**src/rtl/psc_trigger_receiver_if.sv**
```systemverilog
`default_nettype none
// ============================================================================
// Module      : psc_trigger_receiver_if
// Description : Serial line input and packet-status outputs of the PSC
//               trigger receiver.
// Revision    : 1.0 - initial release
// ============================================================================
interface psc_trigger_receiver_if;
    logic        rx_in;
    logic        trigger_pulse;
    logic        pkt_valid;
    logic [7:0]  pkt_type;
    logic [7:0]  pkt_arg;
    logic        crc_error;
    logic        frame_error;
    logic [15:0] error_count;

    // master drives the line and observes status; slave is the receiver
    modport master (
        output rx_in,
        input  trigger_pulse, pkt_valid, pkt_type, pkt_arg,
        input  crc_error, frame_error, error_count
    );

    modport slave (
        input  rx_in,
        output trigger_pulse, pkt_valid, pkt_type, pkt_arg,
        output crc_error, frame_error, error_count
    );
endinterface
`default_nettype wire

```
**src/rtl/psc_trigger_receiver.sv**
```systemverilog
`default_nettype none
// ============================================================================
// Module      : psc_trigger_receiver
// Description : PSC trigger link receiver: deframes 10-bit words, assembles
//               fixed-length packets, checks CRC-8 and flags triggers.
// Revision    : 1.0 - initial release
// ============================================================================
module psc_trigger_receiver #(
    parameter int         CLKS_PER_BIT = 5,
    parameter int         PKT_LEN      = 4,
    parameter int         IDLE_GAP     = 100,
    parameter logic [7:0] SYNC_BYTE    = 8'h55,
    parameter logic [7:0] TRIG_TYPE    = 8'h01
) (
    input wire                    clk,
    input wire                    reset,
    psc_trigger_receiver_if.slave bus
);

    localparam int c_CNT_W = $clog2(CLKS_PER_BIT);
    localparam int c_GAP_W = $clog2(IDLE_GAP + 1);
    localparam int c_IDX_W = 4;

    localparam logic [c_CNT_W-1:0] c_HALF_M1 = c_CNT_W'(CLKS_PER_BIT / 2 - 1);
    localparam logic [c_CNT_W-1:0] c_FULL_M1 = c_CNT_W'(CLKS_PER_BIT - 1);
    localparam logic [c_GAP_W-1:0] c_GAP_MAX = c_GAP_W'(IDLE_GAP);
    localparam logic [c_GAP_W-1:0] c_GAP_PRE = c_GAP_W'(IDLE_GAP - 1);
    localparam logic [c_IDX_W-1:0] c_LAST_IDX = c_IDX_W'(PKT_LEN - 1);

    typedef enum logic [1:0] {
        ST_IDLE  = 2'd0,
        ST_START = 2'd1,
        ST_DATA  = 2'd2,
        ST_STOP  = 2'd3
    } bit_state_t;

    typedef enum logic [1:0] {
        PK_HUNT = 2'd0,
        PK_RECV = 2'd1,
        PK_WAIT = 2'd2
    } pkt_state_t;

    // MSB-first CRC-8, polynomial 0x07
    function automatic logic [7:0] crc8_step(input logic [7:0] crc_in,
                                             input logic [7:0] data);
        logic [7:0] c;
        c = crc_in ^ data;
        for (int i = 0; i < 8; i++) begin
            c = c[7] ? ((c << 1) ^ 8'h07) : (c << 1);
        end
        return c;
    endfunction

    // ------------------------------------------------------------------
    // Line synchronizer and edge history
    // ------------------------------------------------------------------
    logic r_rx_meta;
    logic r_rx_s;
    logic r_rx_prev;

    always_ff @(posedge clk) begin
        if (reset) begin
            r_rx_meta <= 1'b1;
            r_rx_s    <= 1'b1;
            r_rx_prev <= 1'b1;
        end else begin
            r_rx_meta <= bus.rx_in;
            r_rx_s    <= r_rx_meta;
            r_rx_prev <= r_rx_s;
        end
    end

    // ------------------------------------------------------------------
    // Bit FSM
    // ------------------------------------------------------------------
    bit_state_t         r_bit_state;
    bit_state_t         w_bit_state_nxt;
    logic [c_CNT_W-1:0] r_bit_cnt;
    logic [c_CNT_W-1:0] w_bit_cnt_nxt;
    logic [2:0]         r_bit_idx;
    logic [2:0]         w_bit_idx_nxt;
    logic [7:0]         r_shift;
    logic [7:0]         w_shift_nxt;
    logic               w_byte_ok;
    logic               w_byte_bad;

    always_ff @(posedge clk) begin
        if (reset) begin
            r_bit_state <= ST_IDLE;
            r_bit_cnt   <= '0;
            r_bit_idx   <= '0;
            r_shift     <= '0;
        end else begin
            r_bit_state <= w_bit_state_nxt;
            r_bit_cnt   <= w_bit_cnt_nxt;
            r_bit_idx   <= w_bit_idx_nxt;
            r_shift     <= w_shift_nxt;
        end
    end

    always_comb begin
        w_bit_state_nxt = r_bit_state;
        w_bit_cnt_nxt   = r_bit_cnt + 1'b1;
        w_bit_idx_nxt   = r_bit_idx;
        w_shift_nxt     = r_shift;
        w_byte_ok       = 1'b0;
        w_byte_bad      = 1'b0;
        case (r_bit_state)
            ST_IDLE: begin
                w_bit_cnt_nxt = '0;
                if (r_rx_prev && !r_rx_s) begin
                    w_bit_state_nxt = ST_START;
                end
            end
            ST_START: begin
                // a line that is high again at mid-start-bit was only a glitch
                if (r_bit_cnt == c_HALF_M1) begin
                    w_bit_cnt_nxt   = '0;
                    w_bit_idx_nxt   = '0;
                    w_bit_state_nxt = r_rx_s ? ST_IDLE : ST_DATA;
                end
            end
            ST_DATA: begin
                if (r_bit_cnt == c_FULL_M1) begin
                    w_bit_cnt_nxt = '0;
                    w_shift_nxt   = {r_rx_s, r_shift[7:1]};
                    w_bit_idx_nxt = r_bit_idx + 3'd1;
                    if (r_bit_idx == 3'd7) begin
                        w_bit_state_nxt = ST_STOP;
                    end
                end
            end
            ST_STOP: begin
                if (r_bit_cnt == c_FULL_M1) begin
                    w_bit_cnt_nxt   = '0;
                    w_bit_state_nxt = ST_IDLE;
                    w_byte_ok       = r_rx_s;
                    w_byte_bad      = !r_rx_s;
                end
            end
            default: begin
                w_bit_cnt_nxt   = '0;
                w_bit_state_nxt = ST_IDLE;
            end
        endcase
    end

    // ------------------------------------------------------------------
    // Idle-gap detector; w_gap_hit fires once on the cycle the gap is reached
    // ------------------------------------------------------------------
    logic [c_GAP_W-1:0] r_gap_cnt;
    logic [c_GAP_W-1:0] w_gap_cnt_nxt;
    logic               w_gap_hit;

    always_comb begin
        w_gap_cnt_nxt = '0;
        w_gap_hit     = 1'b0;
        if (r_bit_state == ST_IDLE && r_rx_s) begin
            w_gap_cnt_nxt = r_gap_cnt;
            if (r_gap_cnt != c_GAP_MAX) begin
                w_gap_cnt_nxt = r_gap_cnt + 1'b1;
                w_gap_hit     = (r_gap_cnt == c_GAP_PRE);
            end
        end
    end

    always_ff @(posedge clk) begin
        if (reset) begin
            r_gap_cnt <= '0;
        end else begin
            r_gap_cnt <= w_gap_cnt_nxt;
        end
    end

    // ------------------------------------------------------------------
    // Packet FSM
    // ------------------------------------------------------------------
    pkt_state_t         r_pkt_state;
    pkt_state_t         w_pkt_state_nxt;
    logic [c_IDX_W-1:0] r_byte_idx;
    logic [c_IDX_W-1:0] w_byte_idx_nxt;
    logic [7:0]         r_crc;
    logic [7:0]         w_crc_nxt;
    logic [7:0]         r_type_buf;
    logic [7:0]         w_type_buf_nxt;
    logic [7:0]         r_arg_buf;
    logic [7:0]         w_arg_buf_nxt;
    logic               w_valid;
    logic               w_trig;
    logic               w_crc_err;
    logic               w_frame_err;

    always_ff @(posedge clk) begin
        if (reset) begin
            r_pkt_state <= PK_HUNT;
            r_byte_idx  <= '0;
            r_crc       <= '0;
            r_type_buf  <= '0;
            r_arg_buf   <= '0;
        end else begin
            r_pkt_state <= w_pkt_state_nxt;
            r_byte_idx  <= w_byte_idx_nxt;
            r_crc       <= w_crc_nxt;
            r_type_buf  <= w_type_buf_nxt;
            r_arg_buf   <= w_arg_buf_nxt;
        end
    end

    always_comb begin
        w_pkt_state_nxt = r_pkt_state;
        w_byte_idx_nxt  = r_byte_idx;
        w_crc_nxt       = r_crc;
        w_type_buf_nxt  = r_type_buf;
        w_arg_buf_nxt   = r_arg_buf;
        w_valid         = 1'b0;
        w_trig          = 1'b0;
        w_crc_err       = 1'b0;
        w_frame_err     = 1'b0;
        case (r_pkt_state)
            PK_RECV: begin
                if (w_byte_bad) begin
                    w_frame_err     = 1'b1;
                    w_pkt_state_nxt = PK_HUNT;
                end else if (w_byte_ok) begin
                    if (r_byte_idx == '0 && r_shift != SYNC_BYTE) begin
                        w_frame_err     = 1'b1;
                        w_pkt_state_nxt = PK_HUNT;
                    end else if (r_byte_idx == c_LAST_IDX) begin
                        // the CRC register already covers bytes 0..PKT_LEN-2
                        if (r_shift == r_crc) begin
                            w_valid = 1'b1;
                            w_trig  = (r_type_buf == TRIG_TYPE);
                        end else begin
                            w_crc_err = 1'b1;
                        end
                        w_pkt_state_nxt = PK_WAIT;
                    end else begin
                        w_crc_nxt      = crc8_step(r_crc, r_shift);
                        w_byte_idx_nxt = r_byte_idx + 4'd1;
                        if (r_byte_idx == 4'd1) begin
                            w_type_buf_nxt = r_shift;
                        end
                        if (r_byte_idx == 4'd2) begin
                            w_arg_buf_nxt = r_shift;
                        end
                    end
                end else if (w_gap_hit && r_byte_idx != '0) begin
                    w_frame_err = 1'b1;
                end
            end
            PK_WAIT: begin
                if (w_byte_ok || w_byte_bad) begin
                    w_frame_err     = 1'b1;
                    w_pkt_state_nxt = PK_HUNT;
                end
            end
            default: begin
            end
        endcase
        // a completed idle gap always rearms packet assembly
        if (w_gap_hit) begin
            w_pkt_state_nxt = PK_RECV;
            w_byte_idx_nxt  = '0;
            w_crc_nxt       = '0;
        end
    end

    // ------------------------------------------------------------------
    // Registered outputs
    // ------------------------------------------------------------------
    always_ff @(posedge clk) begin
        if (reset) begin
            bus.trigger_pulse <= 1'b0;
            bus.pkt_valid     <= 1'b0;
            bus.crc_error     <= 1'b0;
            bus.frame_error   <= 1'b0;
            bus.pkt_type      <= 8'h00;
            bus.pkt_arg       <= 8'h00;
            bus.error_count   <= 16'h0000;
        end else begin
            bus.trigger_pulse <= w_trig;
            bus.pkt_valid     <= w_valid;
            bus.crc_error     <= w_crc_err;
            bus.frame_error   <= w_frame_err;
            if (w_valid) begin
                bus.pkt_type <= r_type_buf;
                bus.pkt_arg  <= r_arg_buf;
            end
            if ((w_crc_err || w_frame_err) && bus.error_count != 16'hFFFF) begin
                bus.error_count <= bus.error_count + 16'd1;
            end
        end
    end

endmodule
`default_nettype wire

```
**src/flat_wrapper.sv**
```systemverilog
// flat-port wrapper written by rule: the top's interface ports become plain ports
module psc_trigger_receiver_flat 
#(
    parameter int         CLKS_PER_BIT = 5,
    parameter int         PKT_LEN      = 4,
    parameter int         IDLE_GAP     = 100,
    parameter logic [7:0] SYNC_BYTE    = 8'h55,
    parameter logic [7:0] TRIG_TYPE    = 8'h01
)
  (clk, reset, bus_rx_in, bus_trigger_pulse, bus_pkt_valid, bus_pkt_type, bus_pkt_arg, bus_crc_error, bus_frame_error, bus_error_count);
  psc_trigger_receiver_if bus_i ();
  input wire clk;
  input wire reset;
  input wire logic [$bits(bus_i.rx_in)-1:0] bus_rx_in;
  output wire logic [$bits(bus_i.trigger_pulse)-1:0] bus_trigger_pulse;
  output wire logic [$bits(bus_i.pkt_valid)-1:0] bus_pkt_valid;
  output wire logic [$bits(bus_i.pkt_type)-1:0] bus_pkt_type;
  output wire logic [$bits(bus_i.pkt_arg)-1:0] bus_pkt_arg;
  output wire logic [$bits(bus_i.crc_error)-1:0] bus_crc_error;
  output wire logic [$bits(bus_i.frame_error)-1:0] bus_frame_error;
  output wire logic [$bits(bus_i.error_count)-1:0] bus_error_count;
  assign bus_i.rx_in = bus_rx_in;
  assign bus_trigger_pulse = bus_i.trigger_pulse;
  assign bus_pkt_valid = bus_i.pkt_valid;
  assign bus_pkt_type = bus_i.pkt_type;
  assign bus_pkt_arg = bus_i.pkt_arg;
  assign bus_crc_error = bus_i.crc_error;
  assign bus_frame_error = bus_i.frame_error;
  assign bus_error_count = bus_i.error_count;
  psc_trigger_receiver #(.CLKS_PER_BIT(CLKS_PER_BIT), .PKT_LEN(PKT_LEN), .IDLE_GAP(IDLE_GAP), .SYNC_BYTE(SYNC_BYTE), .TRIG_TYPE(TRIG_TYPE)) u_core (.clk(clk), .reset(reset), .bus(bus_i));
endmodule
```
**config.mk**
```make
export PLATFORM = sky130hd
export DESIGN_NAME = psc_trigger_receiver_flat
export DESIGN_NICKNAME = d
export VERILOG_FILES = /design/src/rtl/psc_trigger_receiver_if.sv /design/src/rtl/psc_trigger_receiver.sv /design/src/flat_wrapper.sv
export SDC_FILE = /design/constraint.sdc
export NUM_CORES = 1
export LEC_CHECK = 0
export BUFFER_PORTS_ARGS = -buffer_cell sky130_fd_sc_hd__buf_4
export CAP_MARGIN = 20
export CORE_MARGIN = 10
export CORE_UTILIZATION = 45
export DETAILED_ROUTE_END_ITERATION = 16
export PLACE_DENSITY = 0.67
export SLEW_MARGIN = 15
export SYNTH_ARGS = -nofsm -noshare
export SYNTH_HDL_FRONTEND = slang
export SYNTH_SLANG_ARGS = --single-unit
```
**constraint.sdc**
```tcl
create_clock -name clk -period 4.6 [get_ports clk]
set_clock_uncertainty 0.1 [all_clocks]
set_input_delay 0.92 -clock clk [delete_from_list [all_inputs] [get_ports clk]]
set_output_delay 0.92 -clock clk [all_outputs]
set_load 0.1 [all_outputs]
```
==> flow_metrics.tcl <==
set metrics [dict create \
    cts.clk_slew.worst_paths_ns 0.10 \
    nets 516 \
    rows 35 \
    end_kind "flip-flop" \
    hold_path.class "reg -> reg" \
    p_per_area_mw_per_mm2 287 \
    holdPathStages 1 \
    first_global_vias 3043 \
    async_reset_ff_share_pct 0 \
    ctsHoldBuffers 0 \
    cap_violations 0 \
    cts_tree "built" \
    drtIter0Drc 170 \
    synth_most_common_cell "dfxtp_1" \
    synthFlopType "dfxtp_1" \
    p_leak_nw 1.87 \
    gp_congestion 0.901 \
    start_util_pct 46.1 \
    synthCells 470 \
    grt_antenna_before_repair 0 \
    drive_gt1_share_pct 16.2 \
    dp_hpwl_um 5900 \
    core_area_mm2 0.00924 \
    grt_max_degree 77 \
    synth_area_mm2 0.00426 \
    synth_edf_count 0 \
    clk_latency_ns 0.38 \
    synth.yosys.seq_area_share_pct 43.3 \
    synth_nets 490 \
    place.port_buffers 38 \
    die_y_um 117 \
    cp_top_family "simple AND/OR/NAND/NOR gates" \
    worstPathCellList "nand4bb_1, o211a_4, nor3_1, and2_1, nand3_2, mux2i_1, nor2_1" \
    cts.sinks 92 \
    maxSlewHeadroom_pct 51.4 \
    die_area_mm2 0.0138 \
    status "finished clean" \
    wirelength_um 8230 \
    tns_ns 0 \
    routedWlPerCell_um 13.1 \
    overflow 0 \
    synth_cell_types 60 \
    yosys.area.top_type "dfxtp_1" \
    min_period_over_period_pct 60.5 \
    drcViolationCount 0 \
    avgSynthCellArea_um2 9.06 \
    num_antenna_cells 0 \
    crit_type "reg -> reg" \
    yosys.area.top_type_share_pct 43.3 \
    slowest_stage "and2_1" \
    crit_required_ns 4.74 \
    cts_setup_buffers 0 \
    worst_slew_pin_slew_ns 0.729 \
    via_count 3160 \
    area_growth_pct 11.6 \
    dpl_cell_area_mm2 0.00456 \
    total_power_mw 1.36 \
    crit_arrival_ns 2.92 \
    fillers 857 \
    final_cell_count_no_fill 630 \
    clockBufferDepth 2 \
    path_depth 7 \
    max_freq_mhz 359 \
    io_pins 39 \
    cp-start-kind "flip-flop" \
    synth_top_cells_by_count "92 x dfxtp_1, 69 x nand2_1, 61 x nor2_1" \
    critPathMaxStageDelay_ns 0.59 \
    cts_resized 0 \
    htreeDepth 3 \
    cp_max_fo 14 \
    fin_crit_ns 2.78 \
    max-vdd-ir-drop_mv 0.128 \
    chipWidth_um 117 \
    via_per_inst 5.02 \
    ant_nets 0 \
    setup_viol 0 \
    ys_warn_count 0 \
    synth_area_leaders "dfxtp_1 43%, nand2_1 6.1%, xnor2_1 6.0%, nor2_1 5.4%, mux2i_1 5.2%" \
    cts_made_buffers 9 \
    final_hold_viol_count 0 \
    setup_slack_ns 1.82 \
    final_area_mm2 0.00475 \
    placed_cells 614 \
    rsz0062_at_grt "no" \
    synth_seq_cells 92 \
    grt_pass1_wl_um 14200 \
    grtUsageTotal_pct 12.8 \
    path_buf_inv 0 \
    pre_cts_ws_ns 1.83 \
    cts_root_buf "clkbuf_8" \
    reg2regPathDepth 7 \
    finalMaxSlewViolations 0 \
    dr.pass1.iters 4 \
]
==> layout make-up <==
type,instances,area [um2],area share (%)
repair buffers,39,290,6.11
flip-flops and latches,92,1840,38.8
clock buffers,9,124,2.61
clock inverters,7,68.8,1.45
multi-input cells,341,2220,46.6
well taps,129,161,3.40
inverters,13,48.8,1.03
==> metal layers <==
metal	GRT usage, %	part of all wire [%]	vias to the layer above
li1	-	-	1637
met1	15.3	46	1468
met2	20.9	49	41
met3	3.98	3.9	14
met4	5.02	1.6	0
met5	0	0	-
==> flip-flops by register name, summed over array words and instances, names as in the netlist, 2 cells and up, named ones only <==
| name | count |
|---|---|
| u_core.bus.error_count | 16 |
| u_core.bus.pkt_arg | 8 |
| u_core.bus.pkt_type | 8 |
| u_core.r_arg_buf | 8 |
| u_core.r_crc | 8 |
| u_core.r_shift | 8 |
| u_core.r_type_buf | 8 |
| u_core.r_gap_cnt | 7 |
| u_core.r_byte_idx | 4 |
| u_core.r_bit_cnt | 3 |
| u_core.r_bit_idx | 3 |
| u_core.r_pkt_state | 2 |
==> through the flow <==
stage	util, %	hold slack (ns)
floorplan	-	0.289
global placement	49.3	0.298
CTS	51.4	0.324
global route	51.4	0.337
detailed placement	49.3	0.299
finish	51.4	0.321
==> cells by family after synthesis <==
| logic type | Yosys count | share of synthesized area, % |
|---|---|---|
| compound gates | 61 | 9.52 |
| xor+xnor | 42 | 8.64 |
| fa+ha+maj | 17 | 5.00 |
| buf+inv | 37 | 4.70 |
| flops | 92 | 43.3 |
| mux | 25 | 6.32 |
| simple gates | 196 | 22.6 |
==> final timing paths <==
check | startpoint | to | slack (ns)
setup reg to reg | u_core.r_shift[6] | u_core.r_type_buf[0] | 1.82
hold / removal | u_core.r_rx_meta | u_core.r_rx_s | 0.32
setup / recovery | u_core.r_shift[6] | u_core.r_type_buf[0] | 1.82
hold reg to reg | u_core.r_rx_meta | u_core.r_rx_s | 0.32
==> power by group <==
group	internal (mW)	switching, mW
logic	0.0100	0.0199
registers	0.800	0.00441
clock network	0.210	0.321
total	1.02	0.345
==> layout by cell type, fill, tap and decap left out, types with 4 or more instances in the layout <==
cell / n
nor2_1: 61
nor3_1: 4
or2_2: 4
dfxtp_1: 92
mux2i_1: 22
buf_4: 38
inv_1: 13
xnor2_1: 29
nand2b_1: 7
nand2_1: 69
nand3_1: 10
clkbuf_8: 9
nand4_1: 7
xor2_1: 13
a21oi_1: 39
ha_1: 17
a211oi_1: 4
Note: power is estimated with default switching activity, not from simulation.
